===== config.mk =====
export PLATFORM = sky130hd
export DESIGN_NAME = imm_gen_stage
export DESIGN_NICKNAME = d
export VERILOG_FILES = /design/src/rtl/imm_pkg.sv /design/src/rtl/imm_gen_stage_extract.sv /design/src/rtl/imm_gen_stage.sv
export SDC_FILE = /design/constraint.sdc
export NUM_CORES = 1
export LEC_CHECK = 0
export ABC_AREA = 1
export BUFFER_PORTS_ARGS = -buffer_cell sky130_fd_sc_hd__buf_4
export CELL_PAD_IN_SITES_DETAIL_PLACEMENT = 2
export CELL_PAD_IN_SITES_GLOBAL_PLACEMENT = 2
export CORE_ASPECT_RATIO = 0.7
export CORE_MARGIN = 3
export CORE_UTILIZATION = 29
export CTS_CLUSTER_DIAMETER = 60
export DETAILED_ROUTE_END_ITERATION = 10
export PLACE_DENSITY = 0.82
export SLEW_MARGIN = 20
export SYNTH_ARGS = -nofsm -noshare
export SYNTH_HDL_FRONTEND = slang
export SYNTH_HIERARCHICAL = 1
export SYNTH_SLANG_ARGS = --single-unit

===== constraint.sdc =====
create_clock -name clk -period 3.8 [get_ports clk]
set_input_delay 0.19 -clock clk [delete_from_list [all_inputs] [get_ports clk]]
set_output_delay 0.19 -clock clk [all_outputs]
set_load 0.02 [all_outputs]

===== src/rtl/imm_pkg.sv =====
// Shared types for the immediate-generation stage: format codes, opcode[6:2]
// constants and the decode result struct.
package imm_pkg;

  localparam logic [2:0] FMT_NONE = 3'd0;
  localparam logic [2:0] FMT_I    = 3'd1;
  localparam logic [2:0] FMT_S    = 3'd2;
  localparam logic [2:0] FMT_B    = 3'd3;
  localparam logic [2:0] FMT_U    = 3'd4;
  localparam logic [2:0] FMT_J    = 3'd5;
  localparam logic [2:0] FMT_Z    = 3'd6;

  localparam logic [4:0] OPC_LOAD     = 5'b00000;
  localparam logic [4:0] OPC_MISC_MEM = 5'b00011;
  localparam logic [4:0] OPC_OP_IMM   = 5'b00100;
  localparam logic [4:0] OPC_AUIPC    = 5'b00101;
  localparam logic [4:0] OPC_OP_IMM32 = 5'b00110;
  localparam logic [4:0] OPC_STORE    = 5'b01000;
  localparam logic [4:0] OPC_OP       = 5'b01100;
  localparam logic [4:0] OPC_LUI      = 5'b01101;
  localparam logic [4:0] OPC_OP32     = 5'b01110;
  localparam logic [4:0] OPC_BRANCH   = 5'b11000;
  localparam logic [4:0] OPC_JALR     = 5'b11001;
  localparam logic [4:0] OPC_JAL      = 5'b11011;
  localparam logic [4:0] OPC_SYSTEM   = 5'b11100;

  // imm is carried at the widest legal XLEN; narrower stages take the low bits,
  // which is still a correct sign extension.
  localparam int IMM_MAXW = 64;

  typedef struct packed {
    logic [IMM_MAXW-1:0] imm;
    logic [2:0]          fmt;
    logic                illegal;
  } imm_res_t;

endpackage


===== src/rtl/imm_gen_stage_extract.sv =====
// Combinational immediate extraction for one instruction word.
// IMMGEN_ZICSR_EN enables the CSR-immediate (FMT_Z) form.
import imm_pkg::*;

module imm_extract #(
  parameter int XLEN = 32
) (
  input  logic [31:0] instr_i,
  output imm_res_t    res_o
);

  logic s;
  assign s = instr_i[31];

  always_comb begin
    res_o = '0;
    res_o.fmt = FMT_NONE;
    unique case (instr_i[6:2])
      OPC_LOAD, OPC_OP_IMM, OPC_JALR: begin
        res_o.fmt = FMT_I;
        res_o.imm = {{52{s}}, instr_i[31:20]};
      end
      OPC_OP_IMM32: begin
        if (XLEN == 64) begin
          res_o.fmt = FMT_I;
          res_o.imm = {{52{s}}, instr_i[31:20]};
        end else begin
          res_o.illegal = 1'b1;
        end
      end
      OPC_STORE: begin
        res_o.fmt = FMT_S;
        res_o.imm = {{52{s}}, instr_i[31:25], instr_i[11:7]};
      end
      OPC_BRANCH: begin
        res_o.fmt = FMT_B;
        res_o.imm = {{51{s}}, s, instr_i[7], instr_i[30:25], instr_i[11:8], 1'b0};
      end
      OPC_LUI, OPC_AUIPC: begin
        res_o.fmt = FMT_U;
        res_o.imm = {{32{s}}, instr_i[31:12], 12'b0};
      end
      OPC_JAL: begin
        res_o.fmt = FMT_J;
        res_o.imm = {{43{s}}, s, instr_i[19:12], instr_i[20], instr_i[30:21], 1'b0};
      end
      OPC_OP, OPC_MISC_MEM: ;
      OPC_OP32: res_o.illegal = (XLEN != 64);
      OPC_SYSTEM: begin
`ifdef IMMGEN_ZICSR_EN
        // csrr*i forms carry a 5-bit unsigned immediate in the rs1 field
        if (instr_i[14] && (instr_i[13:12] != 2'b00)) begin
          res_o.fmt = FMT_Z;
          res_o.imm = {{(IMM_MAXW-5){1'b0}}, instr_i[19:15]};
        end
`endif
      end
      default: res_o.illegal = 1'b1;
    endcase

    if (instr_i[1:0] != 2'b11) begin
      res_o.illegal = 1'b1;
      res_o.fmt     = FMT_NONE;
      res_o.imm     = '0;
    end
  end

endmodule


===== src/rtl/imm_gen_stage.sv =====
// Registered immediate-generation stage with valid/ready, stall, flush and a
// saturating illegal-instruction counter. Optional macro: IMMGEN_ZICSR_EN.
import imm_pkg::*;

module imm_gen_stage #(
  parameter int XLEN  = 32,
  parameter int TAG_W = 32,
  parameter int CNT_W = 16
) (
  input  logic             clk,
  input  logic             rst,
  input  logic             flush,
  input  logic             in_valid,
  output logic             in_ready,
  input  logic [31:0]      in_instr,
  input  logic [TAG_W-1:0] in_tag,
  output logic             out_valid,
  input  logic             out_ready,
  output logic [31:0]      out_instr,
  output logic [TAG_W-1:0] out_tag,
  output logic [XLEN-1:0]  out_imm,
  output logic [2:0]       out_fmt,
  output logic             out_illegal,
  output logic [CNT_W-1:0] illegal_cnt
);

  imm_res_t res;
  logic     unused_imm_hi;
  logic     accept;

  logic             vld_q,   vld_d;
  logic [31:0]      instr_q, instr_d;
  logic [TAG_W-1:0] tag_q,   tag_d;
  logic [XLEN-1:0]  imm_q,   imm_d;
  logic [2:0]       fmt_q,   fmt_d;
  logic             ill_q,   ill_d;
  logic [CNT_W-1:0] cnt_q,   cnt_d;

  imm_extract #(.XLEN(XLEN)) u_extract (
    .instr_i (in_instr),
    .res_o   (res)
  );

  assign unused_imm_hi = ^res.imm;

  assign in_ready = !flush && (!vld_q || out_ready);
  assign accept   = in_valid && in_ready;

  always_comb begin
    vld_d   = vld_q;
    instr_d = instr_q;
    tag_d   = tag_q;
    imm_d   = imm_q;
    fmt_d   = fmt_q;
    ill_d   = ill_q;
    cnt_d   = cnt_q;
    // flush wins; accept is already blocked through in_ready
    if (flush)          vld_d = 1'b0;
    else if (accept)    vld_d = 1'b1;
    else if (out_ready) vld_d = 1'b0;
    if (accept) begin
      instr_d = in_instr;
      tag_d   = in_tag;
      imm_d   = res.imm[XLEN-1:0];
      fmt_d   = res.fmt;
      ill_d   = res.illegal;
      if (res.illegal && (cnt_q != {CNT_W{1'b1}})) cnt_d = cnt_q + CNT_W'(1);
    end
  end

  always_ff @(posedge clk) begin
    if (rst) begin
      vld_q   <= 1'b0;
      instr_q <= '0;
      tag_q   <= '0;
      imm_q   <= '0;
      fmt_q   <= FMT_NONE;
      ill_q   <= 1'b0;
      cnt_q   <= '0;
    end else begin
      vld_q   <= vld_d;
      instr_q <= instr_d;
      tag_q   <= tag_d;
      imm_q   <= imm_d;
      fmt_q   <= fmt_d;
      ill_q   <= ill_d;
      cnt_q   <= cnt_d;
    end
  end

  assign out_valid   = vld_q;
  assign out_instr   = instr_q;
  assign out_tag     = tag_q;
  assign out_imm     = imm_q;
  assign out_fmt     = fmt_q;
  assign out_illegal = ill_q;
  assign illegal_cnt = cnt_q;

endmodule


After elaboration in Yosys (flattened, before gate mapping). Cells that the tools add are included.

Register bits after elaboration: 117. Bits in latches: 0. Memory bits (writable): 0. Bits in read-only memories: 0. Output and inout bits: 118. Memories: 0.

Add/sub/neg operators: 1. Multipliers: 0. Div/mod/pow operators: 0. Magnitude comparators: 0. Equality and inequality tests: 12. Shift operators: 0. Muxes and demuxes: 5. Bitwise operators: 0. Reductions and logical operators: 13.

Operator list (number): 35-bit case mux with 5 select lines (1); 36-bit two-way mux (1); 5-bit == test (second input constant) (4); 16-bit by 1-bit adder with 16-bit output (second input constant) (1); 16-bit != test (second input constant) (1); 5-bit by 4-bit == test with 1-bit output (second input constant) (3); 11-bit OR reduction (1); 5-bit by 3-bit == test with 1-bit output (second input constant) (2); 5-bit by 2-bit == test with 1-bit output (second input constant) (1); 5-bit logical NOT (1); 2-bit OR reduction (2); 1-bit logical AND (3); 1-bit two-way mux (3); 3-bit OR reduction (1); 1-bit logical NOT (2); 2-bit != test (second input constant) (1); 2-bit AND reduction (1); 2-bit nonzero test (1); 1-bit logical OR (1).

Depth between registers and ports, before layout. Gate-level depths: netlist of the first run.

Word-level depth: 6. Gate-level depth with buffers: 12.

Modules after synthesis. The synthesis of the first run kept the hierarchy.

Modules (own cells, without submodules): imm_gen_stage (times used 1, cells each 605, area each 4642.0 um^2); imm_extract (times used 1, cells each 182, area each 909.6 um^2).

Worst setup path after synthesis of the first run. No wires, ideal clock.

Path type: input port to flip-flop. Start: input port in_instr[6]. End: register imm_q[31], in the netlist out_imm[31]. Arrival: 2.407 ns. Data required time: 3.730 ns. Slack: 1.323 ns. Stages on the path: 7. Buffers on the path: 1. Path through: buf_2 nand2_1 o21ai_2 nand2_1 a21oi_1 nand3_1 a21oi_1.

RTL lines: from (decl) (line imm_gen_stage.sv:15) `input logic [31:0] in_instr,`; to (signal assigned) (line imm_gen_stage.sv:84) `imm_q <= imm_d;`; to (decl) (line imm_gen_stage.sv:34) `logic [XLEN-1:0] imm_q, imm_d;`.

Final worst setup path of the first run.
Start: input port flush. End: output port in_ready.

Word-level cells in the longest chain between the ends: 2.

Ends and longest elaborated chain: from (decl) (line imm_gen_stage.sv:12) `input logic flush,`; 1-bit logical NOT (line imm_gen_stage.sv:46) `assign in_ready = !flush && (!vld_q || out_ready);`; 1-bit logical AND (line imm_gen_stage.sv:46); to (decl) (line imm_gen_stage.sv:14) `output logic in_ready,`.

No other way between the ends.

==> results of run 1 <==
-- metrics by stage --
stage                     instances  utilization  hold slack, ns
after floorplan                 755            -           0.268
after detailed placement       1123        0.387           0.406
final                          1156        0.422          0.0496
after global placement         1123        0.387           0.392
after global routing           1156        0.422          0.0380
after CTS                      1156        0.422          0.0235
-- layer usage --
metal  vias up  part of all wire  global-route usage
met3        10             0.062              0.0617
met5         -                 0                   0
li1       2803                 -                   -
met2       138              0.48               0.360
met1      2884              0.45               0.293
met4         0            0.0086              0.0572
-- report_power, final --
part | internal [uW] | switching, uW
logic | 137 | 241
clock network | 1030 | 621
registers | 1260 | 24.5
total | 2440 | 886
-- final timing paths --
| path | start | to | slack (ns) | cells past startpoint |
|---|---|---|---|---|
| setup / recovery | flush | in_ready | 1.44 | 5 |
| hold / removal | in_tag[7] | out_tag[7] | 0.05 | 3 |
| setup reg to reg | illegal_cnt[0] | illegal_cnt[15] | 1.76 | 9 |
| hold reg to reg | out_tag[7] | out_tag[7] | 0.47 | 2 |
-- worst max-delay path: cells and delay by family --
family,cells,cell delay (ns)
buffers and inverters,4,1.77
AOI/OAI and AO/OA,1,0.14
-- cell type report --
class | count | area, um2
flip-flops and latches | 117 | 2340
inverters | 41 | 155
well taps | 231 | 289
clock buffers | 17 | 425
repair buffers | 192 | 1460
multi-input cells | 543 | 2560
fillers | 2041 | 10200
clock inverters | 15 | 181
-- state kept, by name, indices dropped and copies added, names as in the netlist --
name and cells:
illegal_cnt 16, out_fmt 3, out_illegal 1, out_imm 32
out_instr 32, out_tag 32, out_valid 1
==> results.ini, run 1 <==
[floorplan]
fp.dieW_um=168
boundaryPins=187
start_util=0.302
die_y_um=119
die-area_um2=20000
core_um2=17600
num_rows=40

[routing]
via_count=5835
antenna_left=0
wire_per_inst_um=19.3
viasPerCell=5.05
wl_um=22300
drt_iter0_markers=363
remaining_drc_errors=0
first_pass_iters=5

[power_and_ir_drop]
p_per_area_nw_per_um2=448
finalPower_uw=3320
power.ir.vdd_worst_uv=262
p_leak_uw=0.00308

[layout]
synthToLayoutAreaGrowth_pct=39.6
nets=982
diodes=0
drive_gt1_frac=0.277
design_area_um2=7410
layout_common_cells=buf_4, nand2_1, a21oi_1
final_common_cell=buf_4

[setup_path]
critPathKind=in2out
cp.arrival_ns=2.17
crit_top_cell=buf_4
end_kind=output pin
slowest_delay_ns=0.80
cp_slowest_cell=buf_4
critPathMaxFanout=100
crit_chain=dlygate4sd3_1, buf_4, a21oi_4, buf_4, buf_4
cp.required_ns=3.61
cp-start-kind=input port

[synthesis]
avgSynthCellArea_um2=7.03
yosys_warnings=6
netlist_instances=755
syn-num-nets=825
syn_area_um2=5310

[clocking]
htree_levels=4
cts_tree=built
hold_buffers=1
cts_root_buffer=clkbuf_16
cts.path.max_buffers=2
cts_resized=0
post_cts_buffers=0
cts.sinks=117
numCtsBuffers=17
clk_pin_slew_ns=0.06
clk_latency_ns=0.42

[timing]
period_share=0.622
setup_ws_ns=1.44
max_freq_mhz=423
final_hold_viol_count=0
finClkSkew_ns=0.00816
tightest_slew_ns=1.06
maxSlewHeadroom=0.296
fin_setup_tns_ns=0
period_needed_ns=2.36
setup-violations-final=0
slew_viol_final=0
rsz0062_at_grt=no

[place]
dp_slack_ns=1.61
dpl_cell_area_um2=6800
place.port_buffers=186
place_hpwl_um=15500
gp_congestion=0.757

[outcome]
outcome=complete, no violations

[grt]
grt_usage=0.222
overflow=0
grt_antenna_before_repair=0
grt_max_degree=103
grt_pass1_vias=6213
grt_first_pass_wirelength_um=35400

[worst_hold_path]
min_path_type=in2reg

[run]
cap_violations=0

(Power assumes the default switching activity.)
==> inputs of run 2 (changes only) <==
Settings changed: CORE_UTILIZATION 29 to 24, PLACE_DENSITY 0.82 to 0.73.
Clock period 3.8 ns to 2 ns, I/O delays scaled along.
==> run 2 against run 1 <==
  * Routed wire length rose by 0.85%
  * Hold slack got worse by 0.031 ns
  * Die area up 20%
  * Global-route usage decreased by 3.3 points
  * Setup slack worse by 1.1 ns
==> results.ini, run 2 (same netlist as run 1, synthesis figures left out) <==
[outcome]
outcome=complete, no violations

[routing]
dr_wl_met2_um=10100  ; -5.7%
first_pass_iters=4  ; -1
viasPerCell=4.77  ; -5.5%
wire_per_inst_um=17.8  ; -7.6%
remaining_drc_errors=0  ; unchanged
drt_iter0_markers=270  ; -26%
wl_met1_um=10900  ; +9.0%
antenna_left=0  ; unchanged
highest_layer=met4
via_count=6021  ; +3.2%
wl_met3_um=1180  ; -15%
wl_um=22500  ; +0.85%

[power_and_ir_drop]
p_per_area_nw_per_um2=786  ; +75%
power.ir.vdd_worst_uv=490  ; +87%
p_comb_frac=0.131  ; +0.017
clkPwrFrac=0.485  ; -0.013
p_int_uw=4700  ; +93%
sequentialPowerShare=0.384  ; -0.004
finalPower_uw=6360  ; +92%
power_switching_uw=1660  ; +87%
p_sw_frac=0.261  ; -0.00567
p_leak_uw=0.00335  ; +8.8%

[timing]
maxSlewHeadroom=0.595  ; +0.300
hold_slack_ns=0.0184  ; -0.0312 ns
max_freq_mhz=587
setup-violations-final=0  ; unchanged
finClkSkew_ns=0.00607  ; -0.00209 ns
slew_viol_final=0  ; unchanged
tightest_slew_ns=0.607  ; -0.450 ns
period_share=0.852
rsz0062_at_grt=no
period_needed_ns=1.70
final_hold_viol_count=0  ; unchanged

[grt]
grt_max_degree=102  ; -0.97%
grt_antenna_before_repair=0  ; unchanged
grt_pass1_vias=6361  ; +2.4%
grt_usage=0.189  ; -0.0334
overflow=0  ; unchanged
grt_first_pass_wirelength_um=35800  ; +1.1%

[clocking]
cts_root_buffer=clkbuf_16
post_cts_buffers=0  ; unchanged
clk_latency_ns=0.41  ; about the same
htree_levels=4  ; unchanged
cts.sinks=117  ; unchanged
clk_pin_slew_ns=0.06  ; about the same
cts_tree=built
cts.path.max_buffers=2  ; unchanged
numCtsBuffers=17  ; unchanged

[layout]
nets=1044  ; +6.3%
final_common_cell=buf_4
n_fill_cell=2495  ; +22%
drive_gt1_frac=0.263  ; -0.0141
layout_common_cells=buf_4, nand2_1, a21oi_1
diodes=0  ; unchanged
synthToLayoutAreaGrowth_pct=52.5
design_area_um2=8100  ; +9.2%

[floorplan]
die_y_um=130  ; +9.4%
die-area_um2=24000  ; +20%
core_um2=21300  ; +21%
fp.dieW_um=184  ; +9.6%
num_rows=44  ; +10%
start_util=0.250  ; -0.0524
boundaryPins=187  ; unchanged

[place]
place.port_buffers=186  ; unchanged
gp_congestion=0.734  ; -3.0%
dpl_cell_area_um2=6940  ; +2.0%
place_hpwl_um=14700  ; -5.3%

[worst_hold_path]
hold_depth=3  ; unchanged
min_path_type=in2reg
hold_end=out_instr[16]
hold_start=in_instr[16]

[setup_path]
reg2reg_slack_ns=0.30  ; -1.46 ns
cp-start-kind=input port
end_kind=flip-flop
r2r_cells=9  ; unchanged
reg2reg_to=illegal_cnt[2]
cp.required_ns=2.31  ; -1.30 ns
worstReg2RegStart=illegal_cnt[0]
cp-startpoint=in_instr[1]
critPathMaxFanout=12  ; -88%
cp.arrival_ns=2.01  ; -0.16 ns
critPathKind=in2reg

[run]
cap_violations=0  ; unchanged

==> run 2: cell types whose count changed in the layout (fill, tap and decap cells not counted) <==
cell / previous run / this run
nor2_2: 5 / 4
clkbuf_1: 0 / 2
clkinv_4: 5 / 1
inv_6: 2 / 0
clkbuf_8: 0 / 4
dlygate4sd3_1: 1 / 57
buf_12: 1 / 4
buf_4: 190 / 193
nor2_4: 2 / 3
bufinv_16: 3 / 2
==> run 2: worst max-delay path by stage <==
| stage | end | slack [ns] | cells past startpoint |
|---|---|---|---|
| after floorplan | illegal_cnt[12] | 0.38 | 9 |
| after global placement | illegal_cnt[13] | 0.12 | 11 |
| after detailed placement | illegal_cnt[13] | -0.02 | 11 |
| after CTS | illegal_cnt[15] | 0.06 | 9 |
| after global routing | illegal_cnt[13] | 0.07 | 9 |
| final | illegal_cnt[0] | 0.30 | 10 |
==> run 2: final cells by class <==
type / instances / area, um2 / area share
multi-input cells: 543 / 2570 / 0.317
clock buffers: 23 / 488 / 0.0603
well taps: 276 / 345 / 0.0426
clock inverters: 8 / 98.8 / 0.0122
flip-flops and latches: 117 / 2340 / 0.289
repair buffers: 254 / 2100 / 0.259
inverters: 41 / 155 / 0.0192
==> run 2: per-stage QoR <==
step | TNS (ns) | util | worst slack (ns) | std cells
floorplan | 0 | - | 0.384 | 755
global route | 0 | 0.381 | 0.0740 | 1262
detailed placement | -0.0300 | 0.326 | -0.0167 | 1174
finish | 0 | 0.381 | 0.296 | 1262
CTS | 0 | 0.381 | 0.0639 | 1262
global placement | 0 | 0.326 | 0.118 | 1174
==> run 2: worst max-delay path: stages <==
cell,delay [ns]
dlygate4sd3_1,0.55
buf_4,0.14
nand2_1,0.10
a21oi_1,0.06
nand2_1,0.15
inv_1,0.06
nor2_1,0.29
nand2_2,0.27
o21ai_0,0.23
nor2_1,0.06
==> run 2: routing by layer <==
metal,track usage,up-vias
li1,-,2925
met1,0.254,2941
met2,0.300,134
met3,0.0556,21
met4,0.0484,0
met5,0,-
==> run 2: what timing repair did <==
action | CTS | global route
hold endpoints to repair | 57 | 0
hold buffers | 57 | 0
setup endpoints to repair | 0 | 14
gates resized for setup | 0 | 1
==> run 2: power by group through the flow <==
| stage | Clock (uW) | Combinational [uW] | Sequential (uW) |
|---|---|---|---|
| CTS | 3180 | 836 | 2440 |
| floorplan | 0 | 297 | 2570 |
| finish | 3090 | 832 | 2440 |
| global route | 3320 | 909 | 2450 |
| global placement | 0 | 736 | 2490 |
| detailed placement | 0 | 742 | 2490 |
==> inputs of run 3 (changes only) <==
Settings changed: SYNTH_HIERARCHICAL 1 to unset.
==> run 3 against run 2 <==
  * Flip-flop and latch count unchanged
  * Largest power group unchanged
  * Synthesized cell count decreased by 9.1%
  * Die area is 4.6% lower
  * Fmax is 3.9% lower
==> results.ini, run 3 <==
[outcome]
outcome=complete, no violations

[routing]
viasPerCell=4.55  ; -4.6%
first_pass_iters=4  ; unchanged
wire_per_inst_um=18.1  ; +1.6%
antenna_left=0  ; unchanged
drt_iter0_markers=230  ; -15%
via_count=5563  ; -7.6%
wl_um=22200  ; -1.6%
remaining_drc_errors=0  ; unchanged

[power_and_ir_drop]
p_leak_uw=0.00367  ; +9.5%
sequentialPowerShare=0.361  ; -0.023
power_switching_uw=1730  ; +4.1%
p_sw_frac=0.251  ; -0.0105
clkPwrFrac=0.502  ; +0.017
p_int_uw=5170  ; +10%
p_comb_frac=0.138  ; +0.007
power.ir.vdd_worst_uv=473  ; -3.4%
p_per_area_nw_per_um2=851  ; +8.2%

[setup_path]
cp.required_ns=2.34  ; +0.03 ns
critPathKind=in2reg
critPathMaxFanout=36  ; +24
cp-start-kind=input port
reg2reg_slack_ns=0.24  ; -0.06 ns
cp.arrival_ns=2.11  ; +0.10 ns
end_kind=flip-flop

[worst_hold_path]
min_path_type=in2reg

[clocking]
post_cts_buffers=0  ; unchanged
numCtsBuffers=17  ; unchanged
clk_latency_ns=0.41  ; about the same
htree_levels=4  ; unchanged
cts_root_buffer=clkbuf_16
clk_pin_slew_ns=0.06  ; about the same
cts.sinks=117  ; unchanged
cts.path.max_buffers=2  ; unchanged
cts_tree=built

[synthesis]
syn-num-nets=756  ; -8.4%
synth_top_area_cell=dfxtp_1
async_reset_ff_frac=0
synth_seq_cells=117
synth_most_common_cell=nand2_1
ys_top_cells_by_count=nand2_1, nor2_1, dfxtp_1, o21ai_0, a21oi_1
synth_edf_count=0
syn_area_um2=5060  ; -4.8%
synth_seq_area_share=0.463
netlist_instances=686  ; -9.1%
avgSynthCellArea_um2=7.37  ; +4.8%
synth_area_leaders=dfxtp_1, nand2_1, nor2_1, o21ai_0, a21oi_2
ys_types=32
yosys_warnings=0  ; -6
synth-main-ff-cell=dfxtp_1
synth_top_area_share=0.463

[timing]
rsz0062_at_grt=no
slew_viol_final=0  ; unchanged
maxSlewHeadroom=0.468  ; -0.128
final_hold_viol_count=0  ; unchanged
max_freq_mhz=564  ; -3.9%
tightest_slew_ns=0.799  ; +0.192 ns
fin_setup_tns_ns=0  ; unchanged
period_share=0.887  ; +0.0350
finClkSkew_ns=0.00577  ; -0.000300 ns
setup-violations-final=0  ; unchanged
period_needed_ns=1.77  ; +0.0699 ns

[run]
cap_violations=0  ; unchanged

[place]
place_hpwl_um=14900  ; +1.2%
place_inst=1131  ; -3.7%
place.port_buffers=186  ; unchanged
gp_congestion=0.732  ; -0.34%

[floorplan]
fp.dieW_um=180  ; -2.3%
start_util=0.250  ; about the same
num_rows=43  ; -2.3%
core_um2=20200  ; -4.8%
boundaryPins=187  ; unchanged
die-area_um2=22900  ; -4.6%
die_y_um=127  ; -2.3%

[layout]
n_fill_cell=2344  ; -6.1%
drive_gt1_frac=0.327  ; +0.0640
synthToLayoutAreaGrowth_pct=60.4
final_common_cell=buf_4
nets=1010  ; -3.3%
diodes=0  ; unchanged
layout_common_cells=buf_4, nand2_1, nor2_1
stdcell_count=1222  ; -3.2%

[grt]
grt_max_degree=56  ; -45%
grt_first_pass_wirelength_um=35000  ; -2.2%
overflow=0  ; unchanged
grt_usage=0.192  ; +0.00279
grt_antenna_before_repair=0  ; unchanged
grt_pass1_vias=6024  ; -5.3%

run 3: cell families (layout without fill, tap and decap cells):
logic type               count (synthesis)  count (layout)  share of synthesized area
AND/OR/NAND/NOR                        352             352                      0.301
buffers and inverters                   77             343                     0.0663
flip-flops                             117             117                      0.463
adder cells (fa/ha/maj)                  1               1                    0.00247
XOR/XNOR                                 9               9                     0.0156
AO/OA/AOI/OAI                          130             130                      0.151
run 3: layer usage:
metal,share of wire,up-vias,global-route usage
li1,-,2704,-
met4,0.013,0,0.0482
met3,0.073,22,0.0706
met2,0.44,142,0.303
met1,0.47,2695,0.250
met5,0,-,0
run 3: worst paths after layout:
kind / from / endpoint / cells past startpoint
hold / removal: in_instr[23] / out_instr[23] / 3
setup / recovery: flush / out_fmt[0] / 9
hold reg to reg: out_instr[26] / out_instr[26] / 2
setup reg to reg: out_valid / out_fmt[0] / 9
run 3: repair_timing:
action / 4_1_cts / 5_1_grt
gates resized for setup: 0 / 1
hold endpoints to repair: 61 / 0
hold buffers: 60 / 0
endpoints found under the setup margin: 0 / 11
run 3: area by class of cell:
| cell class | instances | area (um2) | area share |
|---|---|---|---|
| multi-input cells | 492 | 2380 | 0.294 |
| flip-flops and latches | 117 | 2340 | 0.289 |
| repair buffers | 272 | 2240 | 0.276 |
| clock buffers | 22 | 484 | 0.0597 |
| well taps | 270 | 338 | 0.0416 |
| clock inverters | 9 | 173 | 0.0213 |
| inverters | 40 | 151 | 0.0187 |
run 3: metrics by stage:
| stage | hold slack (ns) | setup slack (ns) | util | cell area [um2] | power (uW) |
|---|---|---|---|---|---|
| floorplan | 0.179 | 0.227 | - | 5060 | 2950 |
| global placement | 0.317 | 0.274 | 0.339 | 6850 | 3370 |
| detailed placement | 0.318 | 0.249 | 0.339 | 6850 | 3390 |
| CTS | 0.0245 | 0.0656 | 0.401 | 8110 | 6990 |
| global route | 0.0248 | 0.000885 | 0.401 | 8110 | 7190 |
| finish | 0.0322 | 0.226 | 0.401 | 8110 | 6900 |
run 3: power groups by stage:
| stage | Sequential, uW | Combinational, uW | Clock [uW] |
|---|---|---|---|
| finish | 2490 | 950 | 3460 |
| global placement | 2530 | 836 | 0 |
| floorplan | 2650 | 297 | 0 |
| CTS | 2490 | 955 | 3540 |
| detailed placement | 2540 | 851 | 0 |
| global route | 2500 | 1040 | 3640 |
run 3: worst max-delay path: stages:
cell	delay, ns
dlygate4sd3_1	0.55
buf_4	0.16
nor3_4	0.27
buf_12	0.26
nand3_2	0.11
a21oi_4	0.13
buf_4	0.23
o21ai_0	0.15
a21oi_1	0.14
